**src/rtl/hamming_pkg.sv**
```systemverilog
// Shared types and constants for the SECDED Hamming decoder engine.
// Codeword layout: {d11..d5, p8, d4..d2, p4, d1, p2, p1, p0}.
package hamming_pkg;

    localparam int CW_W  = 16;
    localparam int MSG_W = 11;

    typedef enum logic [2:0] {
        S_IDLE,
        S_RD_LO,
        S_RD_HI,
        S_WR_LO,
        S_WR_HI,
        S_DONE
    } state_t;

    localparam logic [1:0] F_NONE   = 2'b00;
    localparam logic [1:0] F_SINGLE = 2'b01;
    localparam logic [1:0] F_DOUBLE = 2'b10;

    localparam int POS_P0 = 0;
    localparam int POS_P1 = 1;
    localparam int POS_P2 = 2;
    localparam int POS_P4 = 4;
    localparam int POS_P8 = 8;
    localparam int POS_D1 = 3;

    // Data bits sit in every non-power-of-two position above p0.
    function automatic logic [MSG_W:1] cw_extract(
        input logic [CW_W-1:0] cw
    );
        return {cw[CW_W-1:POS_P8+1],
                cw[POS_P8-1:POS_P4+1],
                cw[POS_D1]};
    endfunction

endpackage

```
**src/rtl/hamming_secded_dec.sv**
```systemverilog
// Combinational SECDED decode of one 16-bit codeword.
// Corrects a single flipped bit, flags two flipped bits.
module hamming_secded_dec
    import hamming_pkg::*;
(
    input  logic [CW_W-1:0] cw,
    output logic [MSG_W:1]  data,
    output logic [1:0]      flag
);

    logic [3:0]      syn;
    logic            par;
    logic [CW_W-1:0] fixed;

    always_comb begin
        syn = '0;
        for (int i = 1; i < CW_W; i++) begin
            if (cw[i]) begin
                syn = syn ^ 4'(i);
            end
        end
    end

    assign par = ^cw;

    always_comb begin
        fixed = cw;
        flag  = F_NONE;
        if (par) begin
            flag = F_SINGLE;
            // s == 0 means only p0 flipped; data already intact.
            if (syn != 4'd0) begin
                fixed[syn] = ~cw[syn];
            end
        end else if (syn != 4'd0) begin
            flag = F_DOUBLE;
        end
    end

    assign data = cw_extract(fixed);

endmodule

```
**src/rtl/hamming_dec_engine.sv**
```systemverilog
// Memory-mapped SECDED decoder: reads NUM_MSG codewords, writes results.
// Optional error counters enabled by HAMMING_DEC_STATS_EN.
module hamming_dec_engine
    import hamming_pkg::*;
#(
    parameter int NUM_MSG  = 15,
    parameter int SRC_BASE = 30,
    parameter int DST_BASE = 0
)
(
    input  logic       clk,
    input  logic       reset,
    input  logic       req,
    output logic       done,
    output logic [7:0] mem_addr,
    input  logic [7:0] mem_rd_data,
    output logic       mem_wr_en,
    output logic [7:0] mem_wr_data
`ifdef HAMMING_DEC_STATS_EN
    ,
    output logic [7:0] err1_cnt,
    output logic [7:0] err2_cnt
`endif
);

    state_t          state;
    logic [7:0]      k;
    logic [7:0]      off;
    logic [7:0]      cw_lo;
    logic [7:0]      res_hi;
    logic [1:0]      flag_q;
    logic [CW_W-1:0] cw;
    logic [MSG_W:1]  dec_data;
    logic [1:0]      dec_flag;
    logic            last;

    assign off  = {k[6:0], 1'b0};
    assign last = (k == 8'(NUM_MSG - 1));

    // High byte is live on the bus during RD_HI; low byte was latched.
    assign cw = {mem_rd_data, cw_lo};

    hamming_secded_dec u_dec (
        .cw   (cw),
        .data (dec_data),
        .flag (dec_flag)
    );

    always_comb begin
        mem_addr = 8'd0;
        unique case (state)
            S_RD_LO: mem_addr = 8'(SRC_BASE) + off;
            S_RD_HI: mem_addr = 8'(SRC_BASE) + off + 8'd1;
            S_WR_LO: mem_addr = 8'(DST_BASE) + off;
            S_WR_HI: mem_addr = 8'(DST_BASE) + off + 8'd1;
            default: mem_addr = 8'd0;
        endcase
    end

    always_ff @(posedge clk or posedge reset) begin
        if (reset) begin
            state       <= S_IDLE;
            k           <= 8'd0;
            done        <= 1'b0;
            mem_wr_en   <= 1'b0;
            mem_wr_data <= 8'd0;
            cw_lo       <= 8'd0;
            res_hi      <= 8'd0;
            flag_q      <= F_NONE;
`ifdef HAMMING_DEC_STATS_EN
            err1_cnt    <= 8'd0;
            err2_cnt    <= 8'd0;
`endif
        end else begin
            unique case (state)
                S_IDLE, S_DONE: begin
                    if (req) begin
                        state <= S_RD_LO;
                        done  <= 1'b0;
                        k     <= 8'd0;
`ifdef HAMMING_DEC_STATS_EN
                        err1_cnt <= 8'd0;
                        err2_cnt <= 8'd0;
`endif
                    end
                end
                S_RD_LO: begin
                    cw_lo <= mem_rd_data;
                    state <= S_RD_HI;
                end
                S_RD_HI: begin
                    flag_q      <= dec_flag;
                    res_hi      <= {dec_flag, 3'b000,
                                    dec_data[11:9]};
                    mem_wr_data <= dec_data[8:1];
                    mem_wr_en   <= 1'b1;
                    state       <= S_WR_LO;
                end
                S_WR_LO: begin
                    mem_wr_data <= res_hi;
                    state       <= S_WR_HI;
                end
                S_WR_HI: begin
                    mem_wr_en <= 1'b0;
`ifdef HAMMING_DEC_STATS_EN
                    if (flag_q == F_SINGLE && err1_cnt != 8'hFF) begin
                        err1_cnt <= err1_cnt + 8'd1;
                    end
                    if (flag_q == F_DOUBLE && err2_cnt != 8'hFF) begin
                        err2_cnt <= err2_cnt + 8'd1;
                    end
`endif
                    if (last) begin
                        state <= S_DONE;
                        done  <= 1'b1;
                    end else begin
                        k     <= k + 8'd1;
                        state <= S_RD_LO;
                    end
                end
                default: state <= S_IDLE;
            endcase
        end
    end

`ifndef HAMMING_DEC_STATS_EN
    logic unused_flag;
    assign unused_flag = ^flag_q;
`endif

endmodule

```
**config.mk**
```make
export PLATFORM = sky130hd
export DESIGN_NAME = hamming_dec_engine
export DESIGN_NICKNAME = d
export VERILOG_FILES = /design/src/rtl/hamming_pkg.sv /design/src/rtl/hamming_secded_dec.sv /design/src/rtl/hamming_dec_engine.sv
export SDC_FILE = /design/constraint.sdc
export NUM_CORES = 1
export LEC_CHECK = 0
export BUFFER_PORTS_ARGS = -buffer_cell sky130_fd_sc_hd__buf_2
export CAP_MARGIN = 40
export CORE_MARGIN = 1
export CORE_UTILIZATION = 30
export DETAILED_ROUTE_END_ITERATION = 7
export PLACE_DENSITY = 0.57
export SLEW_MARGIN = 20
export SYNTH_ARGS = -nofsm -noshare
export SYNTH_HDL_FRONTEND = slang
export SYNTH_SLANG_ARGS = --single-unit
```
**constraint.sdc**
```tcl
create_clock -name clk -period 8.15 [get_ports clk]
set_clock_uncertainty 0.15 [all_clocks]
set_input_delay 1.2225 -clock clk [delete_from_list [all_inputs] [get_ports clk]]
set_output_delay 1.2225 -clock clk [all_outputs]
set_load 0.005 [all_outputs]
```
==> results.md, run 1 <==
* Result of the run: finished clean
* Clk Latency, worst-skew pair at roughly 290 ps
* Die Height at approximately 97 um
* Unrepaired setup endpoints after global routing: no
* Remaining design rule violation count at 0
* Starting density of the core at between 30 and 40%
* Total gr overflow at 0
* HPWL after DPL at around 4800 um
* Type of element launching the critical path: register
* Worst-margin pin slew at 826 ps
* Worst reg2reg startpoint: cw_lo[7]
* Maximum Capacitance Violations at 0
* Fraction of layout instances using a drive strength above 1 at a little under a fifth
* Worst Hold Path Cells at 2
* Fillers at 939
* Total Nets Final at 341
* Cell chosen for the clock root: sky130_fd_sc_hd__clkbuf_8
* Final cycle utilization of the critical path at between 40% and 50%
* Clock period minus worst slack at between 3000 and 4000 ps
* CTS tree: built
* Iteration-0 DRC Markers at 92
* Number of antenna diodes at 0
* Number of slew-limit violations in the final report at 0
* Number of buffers created by CTS at 5
* Antenna-violating nets left at 0
* Maximum count of clock buffers along a single path at 2
* Hold path startpoint: mem_wr_data[4]
* Post-synth EDFFs at 0
* Clock tree sinks at 34
* Mapped Cells at about 310
* Chain of cells forming the critical path: inv_1 -> ha_1 -> inv_1 -> nor3_1 -> o21ai_0 -> nand3_1 -> o21ai_0 -> o21ai_0 -> buf_2
* Arr. time, crit path at about 2200 ps
* Area of the mapped netlist at ~2700 um2
* Fmax at 0.278 GHz
* Required time reported for the critical path endpoint at around 6800 ps
* Total setup buffers inserted after CTS at 0
* Top fanout value on the critical path at 7
* Die extent in x at roughly 97 um
* Post-CTS Hold Fix Bufs at 0
* Synth warn at 0
* First-pass GRT wire length at around 11000 um
* DP Cell Count at ~430
* Core Box Area at about 8700 um2
* Antenna violations before repair at 0
* Cell with the most instances after synthesis: sky130_fd_sc_hd__nand2_1
* Routed wire length at around 6400 um
* Number of global-route vias before repair at 2099
* Number of detailed-routing iterations run before antenna repair at 4
* Total track usage at between 10% and 20%
* I/O Pins at 29
* Area delta synth->final at 10.8%
* Number of H-tree levels at 2
* Standard cell with the maximum stage delay on the critical path: sky130_fd_sc_hd__dfrtp_1
* Avg WL per Cell at approximately 15 um
* Clock slew seen by the registers of the worst setup and hold paths at ~80 ps
* Class of the tightest hold or removal check: reg2reg
* Unique masters post-synth at 52
* Mean Syn Cell Area at approximately 8.8 um2
* Hold violation total from the final report at 0
* Synthesis-stage register bit count at 34
* Global placement routability congestion at roughly 0.9
* Crit. Startpoint: k[0]
* Critical Path Sink Type: output pin
* Start-to-end type of the worst setup path: reg2out
* Final hold slack at ~330 ps
* Synth top area cells: sky130_fd_sc_hd__dfrtp_1, sky130_fd_sc_hd__xnor2_1, sky130_fd_sc_hd__nand2_1
* Total nets after synthesis at 322
* Via count of the routed design at roughly 2.2k
* Biggest cell delay along the critical path at roughly 460 ps
* Most common cell type on the critical path: sky130_fd_sc_hd__o21ai_0
* Worst slew margin relative to its limit at approximately 45%
* Share of synthesized registers carrying an async set or reset at 100%
* Post-cts gate resize count at 0
* Final design utilization at approximately 34%
* Share of Yosys cell area claimed by the top area cell type at 31.5%
* Main synth FF type: sky130_fd_sc_hd__dfrtp_1
* Std-Cell Rows at 34
* Part of the Yosys area used for sequential elements at roughly a third
* Number of cells traversed by the worst register-to-register path at 6
* Number of endpoints failing setup at the final stage at 0
* Mean number of vias per cell at around 5
* Commonest cells in the netlist: sky130_fd_sc_hd__nand2_1, sky130_fd_sc_hd__dfrtp_1, sky130_fd_sc_hd__nor2_1, sky130_fd_sc_hd__o21ai_0
* Total Die Area at around 9400 um2
* Maximum number of pins on one net before global-route repair at 35
* Leading area contributor after synthesis: sky130_fd_sc_hd__dfrtp_1
* Non-filler instance count after layout at 435
* Setup TNS Final at 0 ps
* Count of buffers inserted at the top-level ports at 28
-- metrics by stage --
step           worst slack [ps]  area (um2)
3_5_place_dp               4520        2910
3_3_place_gp               4570        2900
6_report                   4550        2990
5_1_grt                    4220        2990
4_1_cts                    4570        2990
2_1_floorplan              4810        2700
-- layout by cell type, fill, tap and decap left out, drive strengths merged, types with 5 or more instances in the layout --
cell type / synthesis / layout
nor2b: 5 / 5
xnor2: 23 / 23
a31oi: 5 / 5
nand3: 12 / 12
buf: 5 / 31
a21oi: 18 / 18
o21ai: 28 / 28
maj3: 6 / 6
o31ai: 6 / 6
xor2: 14 / 14
inv: 6 / 6
nor3b: 7 / 7
nand2b: 5 / 5
nand2: 37 / 37
dfrtp: 34 / 34
mux2i: 6 / 6
clkbuf: 14 / 5
mux2: 9 / 9
nor2: 23 / 23
-- metal layers --
metal	vias to the layer above	global-route usage [%]	wire (um)
met3	7	2.60	183
met5	-	0	0
li1	1120	-	-
met1	1052	18.9	3090
met4	0	4.25	83
met2	43	23.2	3020
-- cells by family after synthesis --
group | synth area share [%]
and+or+nand+nor | 19.5
AOI/OAI and AO/OA | 17.5
xor gates and xnor gates | 18.0
DFF | 31.5
buffers and inverters | 3.89
muxes | 5.97
adders and majority gates | 3.66
-- worst max-delay path: cells and delay by family (launching register included) --
family / cells / cell delay (ps)
DFF: 1 / 460
adders and majority gates: 1 / 160
buffers and inverters: 3 / 350
AOI/OAI and AO/OA: 3 / 390
and+or+nand+nor: 2 / 570
-- worst paths after layout --
path                                  endpoint  slack, ps
min in group asynchronous                 k[6]        870
worst min register to register  mem_wr_data[4]        330
max in group asynchronous             cw_lo[1]       6650
worst max register to register  mem_wr_data[2]       5290
worst min-delay path            mem_wr_data[4]        330
worst max-delay path               mem_addr[7]       4550
-- sequential cells by signal, indices dropped and copies added, names as in the netlist --
signal	flops
done	1
mem_wr_en	1
cw_lo	8
k	8
state	3
res_hi	5
mem_wr_data	8
-- cell type report --
type,count,area (um2),share of cell area (%)
sequential,34,851,28.4
multi-input combinational,249,1750,58.3
inverter,6,22.5,0.752
tap,108,135,4.51
timing repair buffer,31,160,5.35
clock inverter,2,10.0,0.334
clock buffer,5,68.8,2.30
Power of run 1 is not shown: default switching activity piles up to over one toggle a cycle in this logic, so the estimate is an artifact.
==> run 2: changes to the inputs <==
==> constraint.sdc (replaced) <==
create_clock -name clk -period 3.59 [get_ports clk]
set_clock_uncertainty 0.15 [all_clocks]
set_input_delay 0.5385 -clock clk [delete_from_list [all_inputs] [get_ports clk]]
set_output_delay 0.5385 -clock clk [all_outputs]
set_load 0.005 [all_outputs]
==> run 2 against run 1 <==
  * Via count is 0.36% higher
  * First-iteration DRC count shrank 36%
  * Die area did not move
  * Non-clock buffer count unchanged
  * Global-route usage is 0.49 points higher
  * Sequential cell count unchanged
  * Critical path type is now reg2reg
==> results.md, run 2 (synthesized netlist as in run 1, its figures left out) <==
* Routed wire length at 6430 um (+0.83%)
* Clk Latency, worst-skew pair at 290 ps (about the same)
* Standard cell with the maximum stage delay on the critical path: sky130_fd_sc_hd__xnor3_2
* Fillers at 916 (-2.4%)
* Flip-flop and latch area at 851 um2 (unchanged)
* Number of buffers created by CTS at 5 (unchanged)
* Count of buffers inserted at the top-level ports at 28 (unchanged)
* Total Die Area at 9390 um2 (unchanged)
* Core Box Area at 8720 um2 (unchanged)
* Hold violation total from the final report at 0 (unchanged)
* Antenna-violating nets left at 0 (unchanged)
* Die extent in x at 96.9 um (unchanged)
* Most frequent cells in the layout: sky130_fd_sc_hd__nand2_1, sky130_fd_sc_hd__dfrtp_1, sky130_fd_sc_hd__buf_2, sky130_fd_sc_hd__nor2_1, sky130_fd_sc_hd__o21ai_0
* Number of antenna diodes at 0 (unchanged)
* Unrepaired setup endpoints after global routing: no
* Antenna violations before repair at 0 (unchanged)
* Most common cell type on the critical path: sky130_fd_sc_hd__xor2_1
* Required time reported for the critical path endpoint at 3600 ps (-3180 ps)
* Clock slew seen by the registers of the worst setup and hold paths at 70 ps (about the same)
* Clock tree sinks at 34 (unchanged)
* Die Height at 96.9 um (unchanged)
* Area taken by multi-input logic gates at 1750 um2 (unchanged)
* Top fanout value on the critical path at 8 (+1)
* GRT busiest layer: met2
* GR Util met2 at 25.3% (+2.1 points)
* Std-Cell Rows at 34 (unchanged)
* Final cycle utilization of the critical path at 82.0%
* Avg WL per Cell at 14.8 um (+0.60%)
* Arr. time, crit path at 2950 ps (+720 ps)
* I/O Pins at 29 (unchanged)
* Type of element launching the critical path: register
* Non-filler instance count after layout at 436 (+0.23%)
* Met3 Use GR at 2.53% (-0.072 points)
* Chain of cells forming the critical path: xor2_1 -> xnor3_2 -> xor2_1 -> mux2_2 -> a2bb2oi_2 -> o31ai_1
* Commonest non-fill, non-tap cell in the layout: sky130_fd_sc_hd__nand2_1
* Number of endpoints failing setup at the final stage at 0 (unchanged)
* CTS tree: built
* Via count of the routed design at 2230 (+0.36%)
* Top flop regs: cw_lo: 8 flops, k: 8 flops, mem_wr_data: 8 flops
* Critical Path Sink Type: register
* Result of the run: finished clean
* Clock period minus worst slack at 2940 ps
* Class of the tightest hold or removal check: in2async
* Cell chosen for the clock root: sky130_fd_sc_hd__clkbuf_8
* Start-to-end type of the worst setup path: reg2reg
* Number of detailed-routing iterations run before antenna repair at 4 (unchanged)
* Remaining design rule violation count at 0 (unchanged)
* Total Nets Final at 341 (unchanged)
* Fmax at approximately 0.34 GHz
* Post-CTS Hold Fix Bufs at 0 (unchanged)
* Total setup buffers inserted after CTS at 0 (unchanged)
* Number of H-tree levels at 2 (unchanged)
* Total track usage at 14.6% (+0.49 points)
* HPWL after DPL at 4790 um (+0.74%)
* Worst-margin pin slew at 785 ps (-41.4 ps)
* Starting density of the core at 31.0% (unchanged)
* Post-cts gate resize count at 0 (unchanged)
* Number of global-route vias before repair at 2270 (+8.1%)
* Maximum number of pins on one net before global-route repair at 35 (unchanged)
* Mean number of vias per cell at 5.11 (+0.13%)
* Fraction of layout instances using a drive strength above 1 at 18.3% (-0.056 points)
* Number of slew-limit violations in the final report at 0 (unchanged)
* Area delta synth->final at 11.3%
* Maximum Capacitance Violations at 0 (unchanged)
* Total gr overflow at 0 (unchanged)
* Maximum count of clock buffers along a single path at 2 (unchanged)
* Biggest cell delay along the critical path at 570 ps (+110 ps)
* Setup TNS Final at 0 ps (unchanged)
* Routing usage on met1 at 18.4% (-0.52 points)
* DP Cell Count at 428 (+0.23%)
* Global placement routability congestion at 0.896 (+0.18%)
* Iteration-0 DRC Markers at 59 (-36%)
* First-pass GRT wire length at 11200 um (+4.3%)
* Worst slew margin relative to its limit at 47.6% (+2.6 points)
-- run 2: cell count changes in the layout (fill, tap and decap cells not counted), sizes merged --
cell and change:
clkbuf +2, clkinv -1
-- run 2: layer usage --
metal	vias to the layer above	routed length [um]
met5	-	0
met4	0	65
met3	5	175
met2	31	3170
met1	1068	3020
li1	1126	-
-- run 2: layout make-up --
cell class	instances	area share, %
clock inverter	1	0.166
clock buffer	7	2.87
inverter	6	0.748
sequential	34	28.3
multi-input combinational	249	58.0
tap	108	4.49
timing repair buffer	31	5.41
-- run 2: worst paths after layout --
| kind | slack [ps] | cells after the start | startpoint | to |
|---|---|---|---|---|
| setup reg to reg | 650 | 6 | cw_lo[7] | mem_wr_data[1] |
| setup / recovery | 650 | 6 | cw_lo[7] | mem_wr_data[1] |
| hold reg to reg | 330 | 2 | mem_wr_data[4] | mem_wr_data[4] |
| hold / removal | 190 | 3 | reset | state[1] |
| min in group clk | 330 | 2 | mem_wr_data[4] | mem_wr_data[4] |
| max in group asynchronous | 2770 | 3 | reset | cw_lo[1] |
-- run 2: stage by stage --
stage / hold slack [ps] / setup slack (ps) / util (%) / instance area [um2]
3_5_place_dp: 328 / 624 / 33.5 / 2920
5_1_grt: 238 / 424 / 34.5 / 3010
2_1_floorplan: 292 / 933 / - / 2700
3_3_place_gp: 309 / 691 / 33.5 / 2920
4_1_cts: 208 / 626 / 34.5 / 3010
6_report: 190 / 647 / 34.5 / 3010
-- run 2: worst max-delay path, delay by kind of cell (launching register included) --
kind	cells	cell delay, ps
xor gates and xnor gates	3	1440
muxes	1	420
DFF	1	480
AOI/OAI and AO/OA	2	330
Power of run 2 is left out for the same reason.
